==> config.mk <==
export PLATFORM = sky130hd
export DESIGN_NAME = pulse_train_scheduler
export DESIGN_NICKNAME = d
export VERILOG_FILES = /design/src/rtl/pulse_train_scheduler.sv
export SDC_FILE = /design/constraint.sdc
export NUM_CORES = 1
export LEC_CHECK = 0
export CAP_MARGIN = 5
export CORE_MARGIN = 2
export CORE_UTILIZATION = 55
export CTS_BUF_LIST = sky130_fd_sc_hd__clkbuf_4
export CTS_CLUSTER_SIZE = 30
export DETAILED_ROUTE_END_ITERATION = 6
export PLACE_DENSITY_LB_ADDON = 0.25
export SYNTH_ARGS = -nofsm -noshare
export SYNTH_HDL_FRONTEND = slang
export SYNTH_SLANG_ARGS = --single-unit
==> constraint.sdc <==
create_clock -name clk -period 3.1 [get_ports clk]
set_input_delay 0.775 -clock clk [delete_from_list [all_inputs] [get_ports clk]]
set_output_delay 0.775 -clock clk [all_outputs]
set_load 0.05 [all_outputs]
==> src/rtl/pulse_train_scheduler.sv <==
// pulse_train_scheduler: accepts 9-bit commands and emits a counted, abortable gen_clk train.
// Optional PULSE_SCHED_STATUS_EN adds trains_done, a wrapping count of normally completed trains.
module pulse_train_scheduler #(
    parameter int HALF_W = 8,
    parameter int CNT_W  = 8
) (
    input  logic              clk,
    input  logic              reset_n,
    input  logic              data_valid,
    output logic              data_ready,
    input  logic [8:0]        data,
    input  logic [HALF_W-1:0] half_period,
    input  logic              abort,
    output logic              gen_clk,
    output logic              busy,
    output logic              done,
    output logic [CNT_W-1:0]  pulse_cnt
`ifdef PULSE_SCHED_STATUS_EN
    ,
    output logic [7:0]        trains_done
`endif
);
    typedef enum logic [1:0] {IDLE, RUN, DONE} state_t;
    state_t state;
    logic [HALF_W-1:0] half;
    logic [HALF_W-1:0] divider;
    logic last_fall;
    // The falling toggle that consumes the final period ends the train normally
    assign last_fall = (state == RUN) && !abort && (divider == '0) && gen_clk
                       && (pulse_cnt == CNT_W'(1));
    always_ff @(posedge clk) begin
        if (!reset_n) begin
            state      <= IDLE;
            gen_clk    <= 1'b0;
            busy       <= 1'b0;
            done       <= 1'b0;
            data_ready <= 1'b1;
            pulse_cnt  <= '0;
            divider    <= '0;
            half       <= '0;
        end else begin
            done <= 1'b0;
            case (state)
                IDLE: if (data_valid && data[8]) begin
                    data_ready <= 1'b0;
                    if (data[7:0] == 8'd0) begin
                        state <= DONE;
                        done  <= 1'b1;
                    end else begin
                        state     <= RUN;
                        busy      <= 1'b1;
                        pulse_cnt <= CNT_W'(data[7:0]);
                        half      <= (half_period == '0) ? HALF_W'(1) : half_period;
                        divider   <= (half_period == '0) ? '0 : half_period - 1'b1;
                    end
                end
                RUN: if (abort) begin
                    gen_clk   <= 1'b0;
                    pulse_cnt <= '0;
                    divider   <= '0;
                    busy      <= 1'b0;
                    done      <= 1'b1;
                    state     <= DONE;
                end else if (divider == '0) begin
                    gen_clk <= ~gen_clk;
                    divider <= half - 1'b1;
                    if (gen_clk) pulse_cnt <= pulse_cnt - 1'b1;
                    if (last_fall) begin
                        busy  <= 1'b0;
                        done  <= 1'b1;
                        state <= DONE;
                    end
                end else begin
                    divider <= divider - 1'b1;
                end
                DONE: begin
                    data_ready <= 1'b1;
                    state      <= IDLE;
                end
                default: state <= IDLE;
            endcase
        end
    end
`ifdef PULSE_SCHED_STATUS_EN
    always_ff @(posedge clk) begin
        if (!reset_n) trains_done <= '0;
        else if (last_fall) trains_done <= trains_done + 1'b1;
    end
`endif
endmodule

---- After elaboration in Yosys (flattened, before gate mapping) ----
Cells that the tools add are included.
storage, ports and cells
  bits in registers ....................... 30
  logic and storage cells ................. 77
  input port bits ......................... 21
  output and inout bits ................... 12
cells by class
  reduce and logical (&&, ||, !) cells .... 20
  equal/unequal tests ..................... 8
  $add $sub $neg .......................... 4
  bitwise logic cells ..................... 2
  multiplexer cells ....................... 35
operators with widths
  kind                                                  number
  two-way mux 8 bit                                     11
  case mux 8 bit (2 select lines)                       2
  subtractor 8 x 1 -> 8 bit (second input constant)     4
  zero test 8 bit                                       3
  two-way mux 1 bit                                     13
  two-way mux 2 bit                                     5
  AND reduction 5 bit                                   2
  AND reduction 3 bit                                   3
  equality test 8 x 1 -> 1 bit (second input constant)  1
  != test 3 bit (second input constant)                 2
  case mux 1 bit (2 select lines)                       3
  nonzero test 2 bit                                    3
  logical AND 1 bit                                     5
  != test 2 bit (second input constant)                 2
  case mux 2 bit (2 select lines)                       1
  AND reduction 2 bit                                   2
  != test 3 x 2 -> 1 bit (second input constant)        1
  equality test 2 x 1 -> 1 bit (second input constant)  1
  equality test 2 bit (second input constant)           1
  zero test 2 bit                                       1
  NOT 1 bit                                             2
  zero test 1 bit                                       1

---- Logic depth before layout (Yosys ltp) ----
Gate-level depths: netlist (run 1).
  depth after elaboration ................. 9
  mapped depth ............................ 11
  depth with buffers taken out ............ 9

---- Worst setup path before layout (run 1) ----
OpenSTA, ideal clock, no wires.
  kind .................................... register -> register
  start ................................... register divider[3]
  end ..................................... register divider[6]
  path buffers ............................ 2
  clock period less this slack ............ 2,336 ps
  arrival time ............................ 2,265 ps
  setup time .............................. 71 ps
  required time ........................... 3,029 ps
  stages on the path, launching flop included .. 11
  slack ................................... 764 ps
  path through ............................ dfxtp_1 -> buf_2 -> nor4_4 -> and2_1 -> buf_2 -> a21oi_1 -> ha_1 -> or4b_4 -> a2111oi_2 -> o31ai_1 -> a21oi_1
between the ends
  cells in the longest elaborated chain, start to end .. 4
  elaborated cells between the ends (all ways) .. 5
  those cells by class .................... 1 x add/sub; 3 x mux; 1 x reduce/logical
ends and longest elaborated chain
  what                                                          line    text
  start: declaration                                            26      logic [HALF_W-1:0] divider;
  start signal: assignment                                      54      divider <= (half_period == '0) ? '0 : half_period - 1'b1;
  start signal: assignment                                      66      divider <= half - 1'b1;
  start signal: assignment                                      74      divider <= divider - 1'b1;
  subtractor 8 x 1 -> 8 bit or zero test 8 bit (tied branches)  74, 64
  two-way mux 8 bit *                                           64      end else if (divider == '0) begin
  two-way mux 8 bit *                                           57      RUN: if (abort) begin
  case mux 8 bit (2 select lines) *                             43      case (state)
Every way passes the cells marked *; elsewhere a longest branch is shown, timed or not.
A chain may end at the register's enable or synchronous reset.

---- Worst setup path in the final report (run 1) ----
Ends and elaborated chain as after synthesis.

==> impl_metrics.tcl, run 1 <==
set metrics [dict create \
    status "complete, no violations" \
    firstDrtPassIters 4 \
    crit_type "reg -> reg" \
    cts_hold_buf 0 \
    synth-async-reset-ratio_pct 0 \
    cts_buffer_depth 2 \
    synth_common_cells "dfxtp_1 (30), nor2_1 (27), a21oi_1 (20), nor3_1 (20), o21ai_0 (14)" \
    p_leak_nw 0.850 \
    synth_area_leader_cell "dfxtp_1" \
    powerDensity_nw_per_um2 432 \
    cts_buffers 5 \
    slew_headroom_pct 48.6 \
    grt_max_degree 24 \
    period_share_pct 85.3 \
    drc 0 \
    tns_ns 0 \
    die_w_um 63.3 \
    ctsResizeCount 0 \
    place_ws_ns 0.273 \
    die_y_um 63.3 \
    ys_seq_elements 30 \
    clkSinkCount 30 \
    ant_nets 0 \
    clk_latency_ns 0.34 \
    place_inst 309 \
    fp-row-count 21 \
    fin_util_pct 69.5 \
    hold_violations 0 \
    antennaDiodeCount 0 \
    max_freq_ghz 0.378 \
    drt_wl_total_um 5040 \
    pwr-share-seq_pct 45.2 \
    synth_nets 266 \
    drive_gt1_share_pct 8.12 \
    setup_ws_ns 0.456 \
    antenna_found_initial 0 \
    io_buffers 32 \
    rsz0062_at_grt "false" \
    syn_area_per_cell_um2 8.07 \
    vdd_ir_drop_max_mv 0.291 \
    ys_types 52 \
    overflow 0 \
    viasPerCell 6.06 \
    crit_fanout 9 \
    synth-main-ff-cell "dfxtp_1" \
    synth_cells 240 \
    cp-start-kind "flop" \
    area_delta_synth_final_pct 20.8 \
    cts_tree "built" \
    worstSetupEndpointType "flop" \
    initial_core_util_pct 57.6 \
    post_cts_buffers 0 \
    dpl.hpwl_um 3740 \
    htree_levels 2 \
    drv_slew 0 \
    instances_no_fill 317 \
    drt-initial-drc-count 130 \
    p_switching_mw 0.371 \
    ys_seq_area_share_pct 31.0 \
    setup_viol 0 \
    coreArea_um2 3360 \
    clk_pin_slew_ns 0.10 \
    netlist_top_cells_area "dfxtp_1 (31%), nor2_1 (5.2%), a21oi_1 (5.2%)" \
    critPathArrivalTime_ns 2.84 \
    finalCriticalPeriod_ns 2.64 \
    wl_per_cell_um 15.9 \
    gp_congestion 0.973 \
    clock-root-buffer "clkbuf_4" \
    total_power_mw 1.01 \
    io_pins 33 \
    yosysWarnings 0 \
    tightest_slew_ns 0.769 \
    hp-class "reg -> reg" \
    grt_pass1_wl_um 8780 \
    track_usage_pct 27.5 \
    drv_cap 0 \
    p_int_mw 0.640 \
    synth_top_area_share_pct 31.0 \
    num_vias 1920 \
    yosysMostFrequentCell "dfxtp_1" \
    fin_skew_ns 0.0123 \
    cp_data_required_time_ns 3.30 \
    nets 296 \
    swShare_pct 36.7 \
    grt_pass1_vias 1805 \
    syn_area_um2 1940 \
    synth-edff-count 0 \
    die_area_um2 4010 \
    pwr-share-clk_pct 21.4 \
    pwr-share-comb_pct 33.4 \
]
## power by group through the flow
stage	clock, mW	sequential [mW]	combinational, mW
finish	0.216	0.457	0.337
global route	0.239	0.463	0.369
CTS	0.224	0.456	0.335
detailed placement	0	0.465	0.334
global placement	0	0.464	0.330
floorplan	0	0.493	0.199
## registers in the layout, summed over array words and instances, names as in the netlist
name,cells
pulse_cnt,8
done,1
gen_clk,1
busy,1
data_ready,1
half,8
state,2
divider,8
## worst max-delay path: stages (launching register included)
cell,delay [ns]
dfxtp_1,0.53
nor4_4,0.12
and2_1,0.28
a21oi_1,0.23
ha_1,0.25
or4b_4,0.51
o21ai_0,0.17
a21boi_0,0.11
o31ai_1,0.21
a21oi_1,0.09
## path summary, 6_finish.rpt
check / start / end / slack [ns] / depth (start not counted)
worst max register to register: divider[3] / divider[6] / 0.46 / 9
worst min register to register: data_ready / data_ready / 0.50 / 2
worst max-delay path: divider[3] / divider[6] / 0.46 / 9
worst min-delay path: data_ready / data_ready / 0.50 / 2
## cell usage in the layout, fill, tap and decap left out, types with 5 or more instances in the layout
cell type        Yosys  routed
a211oi_1             6       6
a21oi_1             20      20
a31oi_1              5       5
clkbuf_4             0       5
clkdlybuf4s50_1      0      32
dfxtp_1             30      30
ha_1                 5       5
inv_1                8       8
mux2i_1              8       8
nand2_1             12      12
nor2_1              27      27
nor3_1              20      20
nor4_1               5       5
o21ai_0             14      14
or3_1                6       6
xnor2_1              5       5
## layout make-up
type | count | area [um^2]
clock buffer | 5 | 37.5
clock inverter | 3 | 11.3
fill | 320 | 1020
inverter | 8 | 30.0
multi-input combinational | 189 | 1250
sequential | 30 | 601
tap | 46 | 57.6
timing repair buffer | 36 | 350
## layer usage
layer / track usage [%] / vias up / part of all wire (%)
met5: 0 / - / 0
met4: 10.3 / 0 / 0.97
met2: 40.7 / 69 / 44
li1: - / 957 / -
met3: 5.00 / 5 / 5.6
met1: 39.8 / 889 / 49
## stage by stage
| step | hold slack, ns | cell area (um^2) |
|---|---|---|
| floorplan | 0.460 | 1940 |
| global placement | 0.479 | 2290 |
| detailed placement | 0.488 | 2290 |
| CTS | 0.501 | 2340 |
| global route | 0.543 | 2340 |
| finish | 0.505 | 2340 |
## logic make-up after synthesis
kind of cell,Yosys count,share of synthesized area (%)
buf+inv,21,4.33
simple gates,95,27.8
compound gates,71,24.8
flops,30,31.0
fa+ha+maj,5,3.23
xor+xnor,9,4.07
mux,9,4.72
Power figures use the tool's default switching activity.
==> inputs of run 2 (changes only) <==
CORE_UTILIZATION = 53   (was 55)
CTS_BUF_LIST = sky130_fd_sc_hd__clkbuf_16   (was sky130_fd_sc_hd__clkbuf_4)
==> run 2 against run 1 <==
  * Combinational power grew 1%
  * Clock skew shrank 0.010 ns
  * Clock-buffer cell count is the same
  * Clock power grew 110%
  * Die area grew 3.5%
  * Final area grew 4.1%
==> impl_metrics.tcl, run 2 (same netlist as run 1, synthesis figures left out) <==
set metrics [dict create \
    cp_data_required_time_ns 3.23 \
    overflow 0 \
    gp_congestion 0.947 \
    period_share_pct 85.8 \
    drc 0 \
    largestRegisters "divider x8, half x8, pulse_cnt x8" \
    die_y_um 64.4 \
    cp_common_cell "a21oi_1" \
    pwr-share-clk_pct 36.4 \
    num_vias 1990 \
    p_switching_mw 0.407 \
    cp-start-kind "flop" \
    swShare_pct 32.4 \
    firstDrtPassIters 5 \
    cp_slowest_cell "dfxtp_1" \
    status "complete, no violations" \
    cts_hold_buf 0 \
    tns_ns 0 \
    post_cts_buffers 0 \
    drv_cap 0 \
    fp-row-count 21 \
    finalCriticalPeriod_ns 2.66 \
    htree_levels 2 \
    pwr-share-comb_pct 27.1 \
    clk_pin_slew_ns 0.05 \
    drv_slew 0 \
    crit_type "reg -> reg" \
    drt_wl_total_um 5240 \
    p_leak_nw 0.900 \
    hold_violations 0 \
    ctsResizeCount 0 \
    io_buffers 32 \
    die_w_um 64.4 \
    cts_tree "built" \
    clkSinkCount 30 \
    cts_buffers 5 \
    nets 297 \
    antenna_found_initial 0 \
    drive_gt1_share_pct 8.82 \
    rsz0062_at_grt "false" \
    path_cells "nor4_4, and2_1, a21oi_1, ha_1, or4b_4, o21ai_0, a21boi_0, o31ai_1, a21oi_1" \
    slew_headroom_pct 47.4 \
    antennaDiodeCount 0 \
    critPathArrivalTime_ns 2.79 \
    initial_core_util_pct 56.7 \
    final_common_cell "clkdlybuf4s50_1" \
    area_delta_synth_final_pct 25.8 \
    track_usage_pct 27.4 \
    pwr-share-seq_pct 36.5 \
    crit_fanout 9 \
    final_cell_mix "clkdlybuf4s50_1 (32), dfxtp_1 (30), nor2_1 (27), a21oi_1 (20), nor3_1 (20)" \
    total_power_mw 1.26 \
    max_stage_delay_ns 0.52 \
    ant_nets 0 \
    viasPerCell 6.26 \
    dpl.hpwl_um 3770 \
    wl_per_cell_um 16.5 \
    setup_viol 0 \
    grt_pass1_wl_um 8890 \
    p_int_mw 0.851 \
    grt_pass1_vias 1859 \
    worstSetupEndpointType "flop" \
    clk_latency_ns 0.28 \
    clock-root-buffer "clkbuf_16" \
    max_freq_ghz 0.376 \
    tightest_slew_ns 0.788 \
    die_area_um2 4150 \
    vdd_ir_drop_max_mv 0.387 \
    hold_slack_ns 0.493 \
    powerDensity_nw_per_um2 517 \
    fin_skew_ns 0.00200 \
    grt_max_degree 24 \
    drt-initial-drc-count 124 \
    hp-class "reg -> reg" \
    coreArea_um2 3420 \
    cts_buffer_depth 2 \
    io_pins 33 \
]
## run 2: cell types whose count changed in the layout (fill, tap and decap cells not counted)
cell	before	now
clkinv_2	0	1
clkbuf_4	5	0
buf_4	4	5
inv_1	8	9
clkinv_1	3	1
clkbuf_16	0	5
## run 2: metrics by stage
step	std cells	setup WS (ns)	util, %	area (um^2)
after floorplan	240	0.764	-	1940
after global placement	310	0.348	67.3	2300
final	318	0.439	71.3	2430
after CTS	318	0.463	71.3	2430
after detailed placement	310	0.320	67.3	2300
after global routing	318	0.230	71.3	2430
## run 2: layout make-up
type,count,area [um^2]
Clock buffer,5,125
Tap cell,46,57.6
Fill cell,292,981
Multi-Input combinational cell,189,1250
Inverter,8,30.0
Sequential cell,30,601
Timing Repair Buffer,37,358
Clock inverter,3,12.5
## run 2: path summary, 6_finish.rpt
| path | cells after the start | start | slack, ns | endpoint |
|---|---|---|---|---|
| setup / recovery | 9 | divider[3] | 0.44 | divider[6] |
| hold reg to reg | 2 | data_ready | 0.49 | data_ready |
| hold / removal | 2 | data_ready | 0.49 | data_ready |
| setup reg to reg | 9 | divider[3] | 0.44 | divider[6] |
## run 2: worst max-delay path: cells and delay by family (launching register included)
family | cells | cell delay [ns]
adder cells (fa/ha/maj) | 1 | 0.24
flip-flops | 1 | 0.52
AO/OA/AOI/OAI | 5 | 0.83
AND/OR/NAND/NOR | 3 | 0.91
## run 2: power by group through the flow
stage / Sequential [mW] / Combinational [mW] / Clock, mW
finish: 0.459 / 0.341 / 0.458
global route: 0.464 / 0.373 / 0.479
CTS: 0.458 / 0.339 / 0.460
detailed placement: 0.465 / 0.335 / 0
global placement: 0.464 / 0.332 / 0
floorplan: 0.493 / 0.199 / 0
## run 2: layer usage
metal | GRT usage (%) | vias up | wire length (um)
met5 | 0 | - | 0
li1 | - | 960 | -
met4 | 11.7 | 0 | 118
met3 | 5.56 | 11 | 447
met1 | 38.0 | 928 | 2300
met2 | 41.4 | 91 | 2380
